<file path="src/rtl/obstacle_pkg.sv">
// Shared types and constants for the obstacle sequencer slice.
package obstacle_pkg;

  localparam int unsigned SEL_W  = 4;
  localparam int unsigned RND_W  = 8;
  localparam int unsigned LFSR_W = 16;

  // Galois LFSR, taps 16,14,13,11 in right-shift form
  localparam logic [LFSR_W-1:0] LFSR_SEED = 16'hACE1;
  localparam logic [LFSR_W-1:0] LFSR_TAPS = 16'hB400;

  typedef enum logic [1:0] {
    ST_IDLE = 2'd0,
    ST_PLAY = 2'd1,
    ST_GAP  = 2'd2,
    ST_HALT = 2'd3
  } seq_state_e;

endpackage

</file>
<file path="src/rtl/frame_tick_gen.sv">
// Rising-edge detector on vsync; tick_c is high for the cycle vsync is first seen high.
module frame_tick_gen (
  input  logic clk,
  input  logic rst_n,
  input  logic vsync_in,
  output logic tick_c
);

  logic vsync_q;

  always_ff @(posedge clk or negedge rst_n) begin
    if (!rst_n) vsync_q <= 1'b0;
    else        vsync_q <= vsync_in;
  end

  assign tick_c = vsync_in & ~vsync_q;

endmodule

</file>
<file path="src/rtl/obstacle_sequencer.sv">
// Drives the obstacle mux select through timed obstacle/gap phases counted in frames.
// Optional randomized obstacle order: define OBSTACLE_SEQ_RANDOM_EN.
module obstacle_sequencer
  import obstacle_pkg::*;
#(
  parameter int unsigned NUM_OBSTACLES   = 2,
  parameter int unsigned OBSTACLE_FRAMES = 600,
  parameter int unsigned GAP_FRAMES      = 120,
  parameter int unsigned GAP_SEL         = 15
) (
  input  logic             pclk,
  input  logic             rst,
  input  logic             vsync_in,
  input  logic             play_selected,
  input  logic             game_over,
  output logic [SEL_W-1:0] obstacle_select,
  output logic             obstacle_start,
  output logic [RND_W-1:0] round_count,
  output logic             seq_active
);

  localparam int unsigned MAX_FRAMES = (OBSTACLE_FRAMES > GAP_FRAMES) ? OBSTACLE_FRAMES : GAP_FRAMES;
  localparam int unsigned CNT_W      = (MAX_FRAMES > 1) ? $clog2(MAX_FRAMES) : 1;

  localparam logic [CNT_W-1:0] OBS_LAST = CNT_W'(OBSTACLE_FRAMES - 1);
  localparam logic [CNT_W-1:0] GAP_LAST = CNT_W'(GAP_FRAMES - 1);
  localparam logic [SEL_W-1:0] IDX_LAST = SEL_W'(NUM_OBSTACLES - 1);
  localparam logic [SEL_W-1:0] SEL_GAP  = SEL_W'(GAP_SEL);
  localparam logic [RND_W-1:0] RND_MAX  = '1;

  seq_state_e       state_q, state_nxt;
  logic [CNT_W-1:0] frame_cnt_q, frame_cnt_nxt;
  logic [SEL_W-1:0] idx_q, idx_nxt;
  logic [SEL_W-1:0] sel_nxt;
  logic             start_nxt;
  logic [RND_W-1:0] round_nxt;
  logic             active_nxt;

  logic             tick_c;
  logic [SEL_W-1:0] idx_inc_c;
  logic [SEL_W-1:0] next_idx_c;
  logic             round_step_c;

  frame_tick_gen u_tick (
    .clk      (pclk),
    .rst_n    (rst),
    .vsync_in (vsync_in),
    .tick_c   (tick_c)
  );

  assign idx_inc_c = (idx_q == IDX_LAST) ? '0 : idx_q + SEL_W'(1);

`ifdef OBSTACLE_SEQ_RANDOM_EN
  logic [LFSR_W-1:0] lfsr_q;
  logic [SEL_W-1:0]  lfsr_pick_c;

  always_ff @(posedge pclk or negedge rst) begin
    if (!rst)          lfsr_q <= LFSR_SEED;
    else if (lfsr_q[0]) lfsr_q <= (lfsr_q >> 1) ^ LFSR_TAPS;
    else               lfsr_q <= lfsr_q >> 1;
  end

  // Never pick the obstacle that just ran
  assign lfsr_pick_c  = SEL_W'(32'(lfsr_q[3:0]) % NUM_OBSTACLES);
  assign next_idx_c   = (lfsr_pick_c == idx_q) ? idx_inc_c : lfsr_pick_c;
  assign round_step_c = 1'b1;
`else
  assign next_idx_c   = idx_inc_c;
  assign round_step_c = (idx_q == IDX_LAST);
`endif

  // State and registered outputs
  always_ff @(posedge pclk or negedge rst) begin
    if (!rst) begin
      state_q         <= ST_IDLE;
      frame_cnt_q     <= '0;
      idx_q           <= '0;
      obstacle_select <= SEL_GAP;
      obstacle_start  <= 1'b0;
      round_count     <= '0;
      seq_active      <= 1'b0;
    end else begin
      state_q         <= state_nxt;
      frame_cnt_q     <= frame_cnt_nxt;
      idx_q           <= idx_nxt;
      obstacle_select <= sel_nxt;
      obstacle_start  <= start_nxt;
      round_count     <= round_nxt;
      seq_active      <= active_nxt;
    end
  end

  // Next state: game_over beats menu exit, which beats the frame timers
  always_comb begin
    state_nxt     = state_q;
    frame_cnt_nxt = frame_cnt_q;
    idx_nxt       = idx_q;
    round_nxt     = round_count;
    sel_nxt       = SEL_GAP;
    start_nxt     = 1'b0;
    active_nxt    = 1'b0;

    unique case (state_q)
      ST_IDLE: begin
        if (play_selected && !game_over) begin
          state_nxt     = ST_PLAY;
          idx_nxt       = '0;
          frame_cnt_nxt = '0;
          sel_nxt       = '0;
          start_nxt     = 1'b1;
          round_nxt     = '0;
          active_nxt    = 1'b1;
        end
      end

      ST_PLAY: begin
        if (game_over) begin
          state_nxt = ST_HALT;
        end else if (!play_selected) begin
          state_nxt = ST_IDLE;
        end else begin
          sel_nxt    = idx_q;
          active_nxt = 1'b1;
          if (tick_c) begin
            if (frame_cnt_q == OBS_LAST) begin
              state_nxt     = ST_GAP;
              frame_cnt_nxt = '0;
              sel_nxt       = SEL_GAP;
            end else begin
              frame_cnt_nxt = frame_cnt_q + CNT_W'(1);
            end
          end
        end
      end

      ST_GAP: begin
        if (game_over) begin
          state_nxt = ST_HALT;
        end else if (!play_selected) begin
          state_nxt = ST_IDLE;
        end else begin
          active_nxt = 1'b1;
          if (tick_c) begin
            if (frame_cnt_q == GAP_LAST) begin
              state_nxt     = ST_PLAY;
              idx_nxt       = next_idx_c;
              frame_cnt_nxt = '0;
              sel_nxt       = next_idx_c;
              start_nxt     = 1'b1;
              if (round_step_c && (round_count != RND_MAX)) round_nxt = round_count + RND_W'(1);
            end else begin
              frame_cnt_nxt = frame_cnt_q + CNT_W'(1);
            end
          end
        end
      end

      ST_HALT: begin
        if (!play_selected) state_nxt = ST_IDLE;
      end

      default: state_nxt = ST_IDLE;
    endcase
  end

endmodule
</file>
<file path="config.mk">
export PLATFORM = sky130hd
export DESIGN_NAME = obstacle_sequencer
export DESIGN_NICKNAME = d
export VERILOG_FILES = /design/src/rtl/obstacle_pkg.sv /design/src/rtl/frame_tick_gen.sv /design/src/rtl/obstacle_sequencer.sv
export SDC_FILE = /design/constraint.sdc
export NUM_CORES = 1
export LEC_CHECK = 0
export BUFFER_PORTS_ARGS = -buffer_cell sky130_fd_sc_hd__buf_4
export CELL_PAD_IN_SITES_DETAIL_PLACEMENT = 0
export CELL_PAD_IN_SITES_GLOBAL_PLACEMENT = 2
export CORE_UTILIZATION = 34
export CTS_BUF_LIST = sky130_fd_sc_hd__clkbuf_2 sky130_fd_sc_hd__clkbuf_4 sky130_fd_sc_hd__clkbuf_8
export DETAILED_ROUTE_END_ITERATION = 10
export PLACE_DENSITY = 0.8
export SLEW_MARGIN = 15
export SYNTH_ARGS = -nofsm -noshare
export SYNTH_HDL_FRONTEND = slang
export SYNTH_HIERARCHICAL = 1
export SYNTH_SLANG_ARGS = --single-unit
export TNS_END_PERCENT = 10
</file>
<file path="constraint.sdc">
create_clock -name pclk -period 1.9 [get_ports pclk]
set_input_delay 0.38 -clock pclk [delete_from_list [all_inputs] [get_ports pclk]]
set_output_delay 0.38 -clock pclk [all_outputs]
set_load 0.1 [all_outputs]
</file>
# Yosys cells after proc, flatten, opt, wreduce, memory -nomap -nowiden
# Index checks and enable logic that the tools add are counted.
[word_totals] register_bits=31 in_bits=5 output_inout_bits=14 wordCells=99
[classes] add_sub_neg=3 n_eq_ne=21 mux=54 bitwise=2 n_reduce_logical=11
[ops] op="10-bit two-way mux" n=9
[ops] op="4-bit two-way mux" n=15
[ops] op="8-bit two-way mux" n=6
[ops] op="10-bit one-hot mux with 3 select lines" n=1
[ops] op="2-bit two-way mux" n=10
[ops] op="2-bit != test, second input constant" n=10
[ops] op="4-bit != test, second input constant" n=4
[ops] op="8-bit one-hot mux with 2 select lines" n=1
[ops] op="4-bit one-hot mux with 3 select lines" n=1
[ops] op="6-bit AND reduction" n=2
[ops] op="10-bit by 1-bit adder with 10-bit output, second input constant" n=1
[ops] op="10-bit equality test, second input constant" n=1
[ops] op="10-bit by 7-bit equality test with 1-bit output, second input constant" n=1
[ops] op="8-bit by 1-bit adder with 8-bit output, second input constant" n=1
[ops] op="8-bit != test, second input constant" n=1
[ops] op="2-bit one-hot mux with 4 select lines" n=1
[ops] op="4-bit one-hot mux with 2 select lines" n=1
[ops] op="8-bit AND reduction" n=1
[ops] op="1-bit two-way mux" n=7
[ops] op="7-bit AND reduction" n=1
[ops] op="4-bit by 1-bit adder with 4-bit output, second input constant" n=1
[ops] op="2-bit equality test, second input constant" n=2
[ops] op="4-bit by 1-bit equality test with 1-bit output, second input constant" n=1
[ops] op="1-bit one-hot mux with 2 select lines" n=2
[ops] op="9 further kinds" n=10

# Depth between registers and ports, before layout
[logic_depth] depth_word=8 ltp_mapped=9 depth_no_buf=7

# By module
# Netlist, hierarchy kept.
[modules_own_cells] module="obstacle_sequencer" instances=1 cells_per_inst=211 area_per_inst_um2=1901.8 seq_area_each_um2=755.7
[modules_own_cells] module="frame_tick_gen" instances=1 cells_per_inst=2 area_per_inst_um2=38.8 seq_area_each_um2=25.0

# Least setup slack after synthesis
# OpenSTA, ideal clock, no wires.
[synth_path] kind="reg-to-reg" startpoint="register round_count[0]" endpoint="register round_count[5]" setup_time_ns=0.073 arrival_time_ns=2.513 required_ns=1.827 setup_slack_ns=-0.685 stages_incl_launch_ff=8 n_path_buf=2 synth_period_minus_slack_ns=2.585 path_cell_list="dfrtp_1 -> ha_1 -> and4_1 -> buf_6 -> or3_1 -> buf_2 -> or4_1 -> nand3_1"
[synth_via] elab_chain_len=7 elab_cells_between_ends=11 classes_between="add/sub: 1; eq/ne: 2; mux: 6; reduce/logical: 2"
[synth_lines] item="start: declaration" line_no="obstacle_sequencer.sv:18" rtl="output logic [RND_W-1:0] round_count,"
[synth_lines] item="start signal: assignment" line_no="obstacle_sequencer.sv:88" rtl="round_count <= round_nxt;"
[synth_lines] item="8-bit by 1-bit adder with 8-bit output" line_no="obstacle_sequencer.sv:150" rtl="if (round_step_c && (round_count != RND_MAX)) round_nxt = round_count + RND_W'(1);"
[synth_lines] item="8-bit two-way mux" line_no="obstacle_sequencer.sv:150"
[synth_lines] item="8-bit two-way mux" line_no="obstacle_sequencer.sv:144" rtl="if (frame_cnt_q == GAP_LAST) begin"
[synth_lines] item="8-bit two-way mux" line_no="obstacle_sequencer.sv:143" rtl="if (tick_c) begin"
[synth_lines] item="8-bit two-way mux" line_no="obstacle_sequencer.sv:139" rtl="end else if (!play_selected) begin"
[synth_lines] item="8-bit two-way mux" line_no="obstacle_sequencer.sv:137" rtl="if (game_over) begin"
[synth_lines] item="8-bit one-hot mux with 2 select lines" line_no="obstacle_sequencer.sv:103" rtl="unique case (state_q)"
# Parallel ways exist; a longest one is shown, timed or not. The select of a mux whose other input is x is not followed.
# A chain may end at the register's enable or synchronous reset.

# Final worst setup path
[layout_path] startpoint="register state_q[0]" endpoint="register round_count[5]"
[layout_via] elab_chain_len=3 elab_cells_between_ends=11 classes_between="eq/ne: 7; mux: 1; reduce/logical: 3"
[layout_lines] item="start: declaration" line_no="obstacle_sequencer.sv:31" rtl="seq_state_e state_q, state_nxt;"
[layout_lines] item="start signal: assignment" line_no="obstacle_sequencer.sv:83" rtl="state_q <= state_nxt;"
[layout_lines] item="2-bit equality test / 2-bit zero test (equally long branches)" line_no="obstacle_sequencer.sv:103"
[layout_lines] item="2-bit != test (no source line) / 2-bit nonzero test (equally long branches)"
[layout_lines] item="7-bit AND reduction (no source line)"
# Parallel ways exist; a longest one is shown, timed or not.

==> results.toml <==
[status]
status = "finished, violations left"
violations = "setup timing"

[drt]
post_drt_via_cell_ratio = 5.27
wl_per_cell_um = 14.3
drt_iter0_drc = 105
drc_errors = 0
vias = 1875
final_antenna_net_count = 0
drt_pre_antenna_iters = 4
routed_wl_um = 5090

[logic_synthesis]
synthFlopType = "dfrtp_1"
synth-compound-area-share = 0.248
ys_warn_count = 6
ys_seq_elements = 31
synth_xor_xnor_area_share = 0.0135
ys_seq_area_frac = 0.402
synth_edf_count = 0
syn-num-nets = 225
synthMuxAreaShare = 0.0103
synth.avg_cell_area_um2 = 9.11
synth_top_family_by_area = "compound AO/OA/AOI/OAI gates"
synthSimpleGateAreaFrac = 0.237
synthAdderAreaFrac = 0.0451
synth_area_um2 = 1940
ys_types = 54
syn_inst = 213
async_reset_ff_frac = 1.00

[floorplanning]
start_util = 0.352
ios = 19
die_w_um = 77.6
rows = 27
design.die.area_um2 = 6010
die_h_um = 77.6
coreArea_um2 = 5510

[power]
switchingPower_w = 0.00141
ir_drop_v = 0.000713
combPwrFrac = 0.557
p_clk_frac = 0.188
netSwitchingFraction = 0.433
intPower_w = 0.00185
p_seq_frac = 0.256
power.density_nw_per_um2 = 1190
power.leakage_nw = 1.23

[worst_setup_path]
path_buf_inv = 1
critPathTopFamily = "simple AND/OR/NAND/NOR gates"
crit_path_max_incr_delay_ps = 480
slowest_stage = "or4_1"
cp_max_fo = 5
arrival_ps = 2160
worstSetupPathType = "register to register"
worstPathCellList = "inv_2, ha_2, nand4_2, or3_4, or4_1, nand3_1"
start_kind = "register"
cp.required_ps = 2120
cp-end-kind = "register"

[finish]
layout-drive-gt1-share = 0.440
diodes = 0
fin_area_um2 = 2740
final_common_cell = "buf_4"
post-route-util = 0.498
layout_common_cells = "buf_4 (74), o21ai_0 (22), nand2_1 (19), dfrtp_1 (19), nor2_1 (13)"
syn_to_final_growth_pct = 41.4
nets = 295

[grt]
grt_pass1_wl_um = 8560
antenna_found_initial = 0
grt_max_degree = 32
grt_pass1_vias = 1804
globalRouteOverflowTotal = 0
grt_use_total = 0.181

[hold_path]
hold_path.class = "primary input to asynchronous set/reset pin"

[clock_tree]
path_clk_slew_ps = 70
cts_tree = "built"
cts_htree_levels = 2
cts-buffers-inserted = 5
clk_latency_ps = 290
clock_path_buffers = 2
hold_buffers = 0
cts_root_buffer = "clkbuf_8"
numClockSinks = 31

[sta]
finalSetupTns_ps = -76.8
hold_viol_final = 0
slew-limit-headroom = 0.716
worst_pin_slew_ps = 426
fin_crit_sh = 1.02
rsz0062_at_grt = "yes"
max_freq_mhz = 514
fin_worst_skew_ps = 8.03
slew_violations = 0
worst_slack_ps = -45.2
fin_crit_ps = 1950
setup_violations = 2

[placed_design]
post_dp_cell_area_um2 = 2530
gp_congestion = 0.786
portBuffers = 18
hpwl_um = 3650

[run]
max_cap_violations = 0
==> power groups by stage <==
stage / Clock [W] / Combinational [W] / Sequential [W]
finish: 0.000612 / 0.00182 / 0.000834
detailed placement: 0 / 0.00165 / 0.000843
floorplan: 0 / 0.000656 / 0.00124
CTS: 0.000638 / 0.00168 / 0.000830
global route: 0.000657 / 0.00196 / 0.000844
global placement: 0 / 0.00165 / 0.000841
==> Yosys cell counts, types with 3 or more instances <==
cell type	count	area (um2)
dfstp_2	4	105
nor3_1	5	25.0
o21ai_0	23	115
and3_1	3	18.8
nand2_1	19	71.3
nor2_1	16	60.1
clkbuf_1	5	18.8
dfrtp_1	27	676
buf_2	5	25.0
o211ai_1	5	37.5
ha_1	7	87.6
nand3_1	14	70.1
a22o_1	10	87.6
a21oi_1	7	35.0
nor2b_1	4	25.0
inv_1	6	22.5
o31ai_1	3	22.5
==> cell type report <==
type                            count  area (um2)
Timing Repair Buffer               75         567
Tap cell                           72        90.1
Sequential cell                    31         803
Fill cell                         539        2760
Multi-Input combinational cell    164        1160
Clock buffer                        8         104
Inverter                            6        22.5
==> final timing paths <==
path	startpoint	to	slack, ps	cells past startpoint
worst max register to register	state_q[0]	round_count[5]	-50	6
worst min-delay path	rst	round_count[3]	20	1
worst max-delay path	state_q[0]	round_count[5]	-50	6
max in group asynchronous	rst	obstacle_select[3]	1540	1
min in group pclk	vsync_in	u_tick/vsync_q	210	1
worst min register to register	round_count[7]	round_count[7]	560	2
==> kinds of logic after synthesis <==
kind of cell / after synthesis
adder cells (fa/ha/maj): 7
multiplexers: 2
XOR/XNOR: 3
flip-flops: 31
AND/OR/NAND/NOR: 83
buffers and inverters: 18
AO/OA/AOI/OAI: 69
==> sequential cells by signal, summed over array words and instances, names as in the netlist <==
register         flops
frame_cnt_q         10
idx_q                4
obstacle_select      4
obstacle_start       1
round_count          8
seq_active           1
state_q              2
u_tick/vsync_q       1
==> per-stage QoR <==
stage,setup slack [ps],hold WS (ps),instances,total power (W)
after floorplan,-367,84.4,213,0.00189
after global placement,-95.3,342,345,0.00249
after detailed placement,-116,353,345,0.00249
after CTS,-89.1,34.8,353,0.00315
after global routing,-108,49.4,356,0.00346
final,-45.2,21.2,356,0.00326
==> per-layer routing <==
metal | vias up | GRT usage | part of all wire
met5 | - | 0 | 0
met4 | 0 | 0.0623 | 0.015
met3 | 5 | 0.0388 | 0.030
met2 | 28 | 0.291 | 0.48
met1 | 911 | 0.240 | 0.48
li1 | 931 | - | -
==> what timing repair did <==
action / 4_1_cts / 5_1_grt
pin swaps: 3 / 3
endpoints found under the setup margin: 18 / 26
gates resized for setup: 7 / 16
setup buffers: 0 / 3
Power figures use the tool's default switching activity.
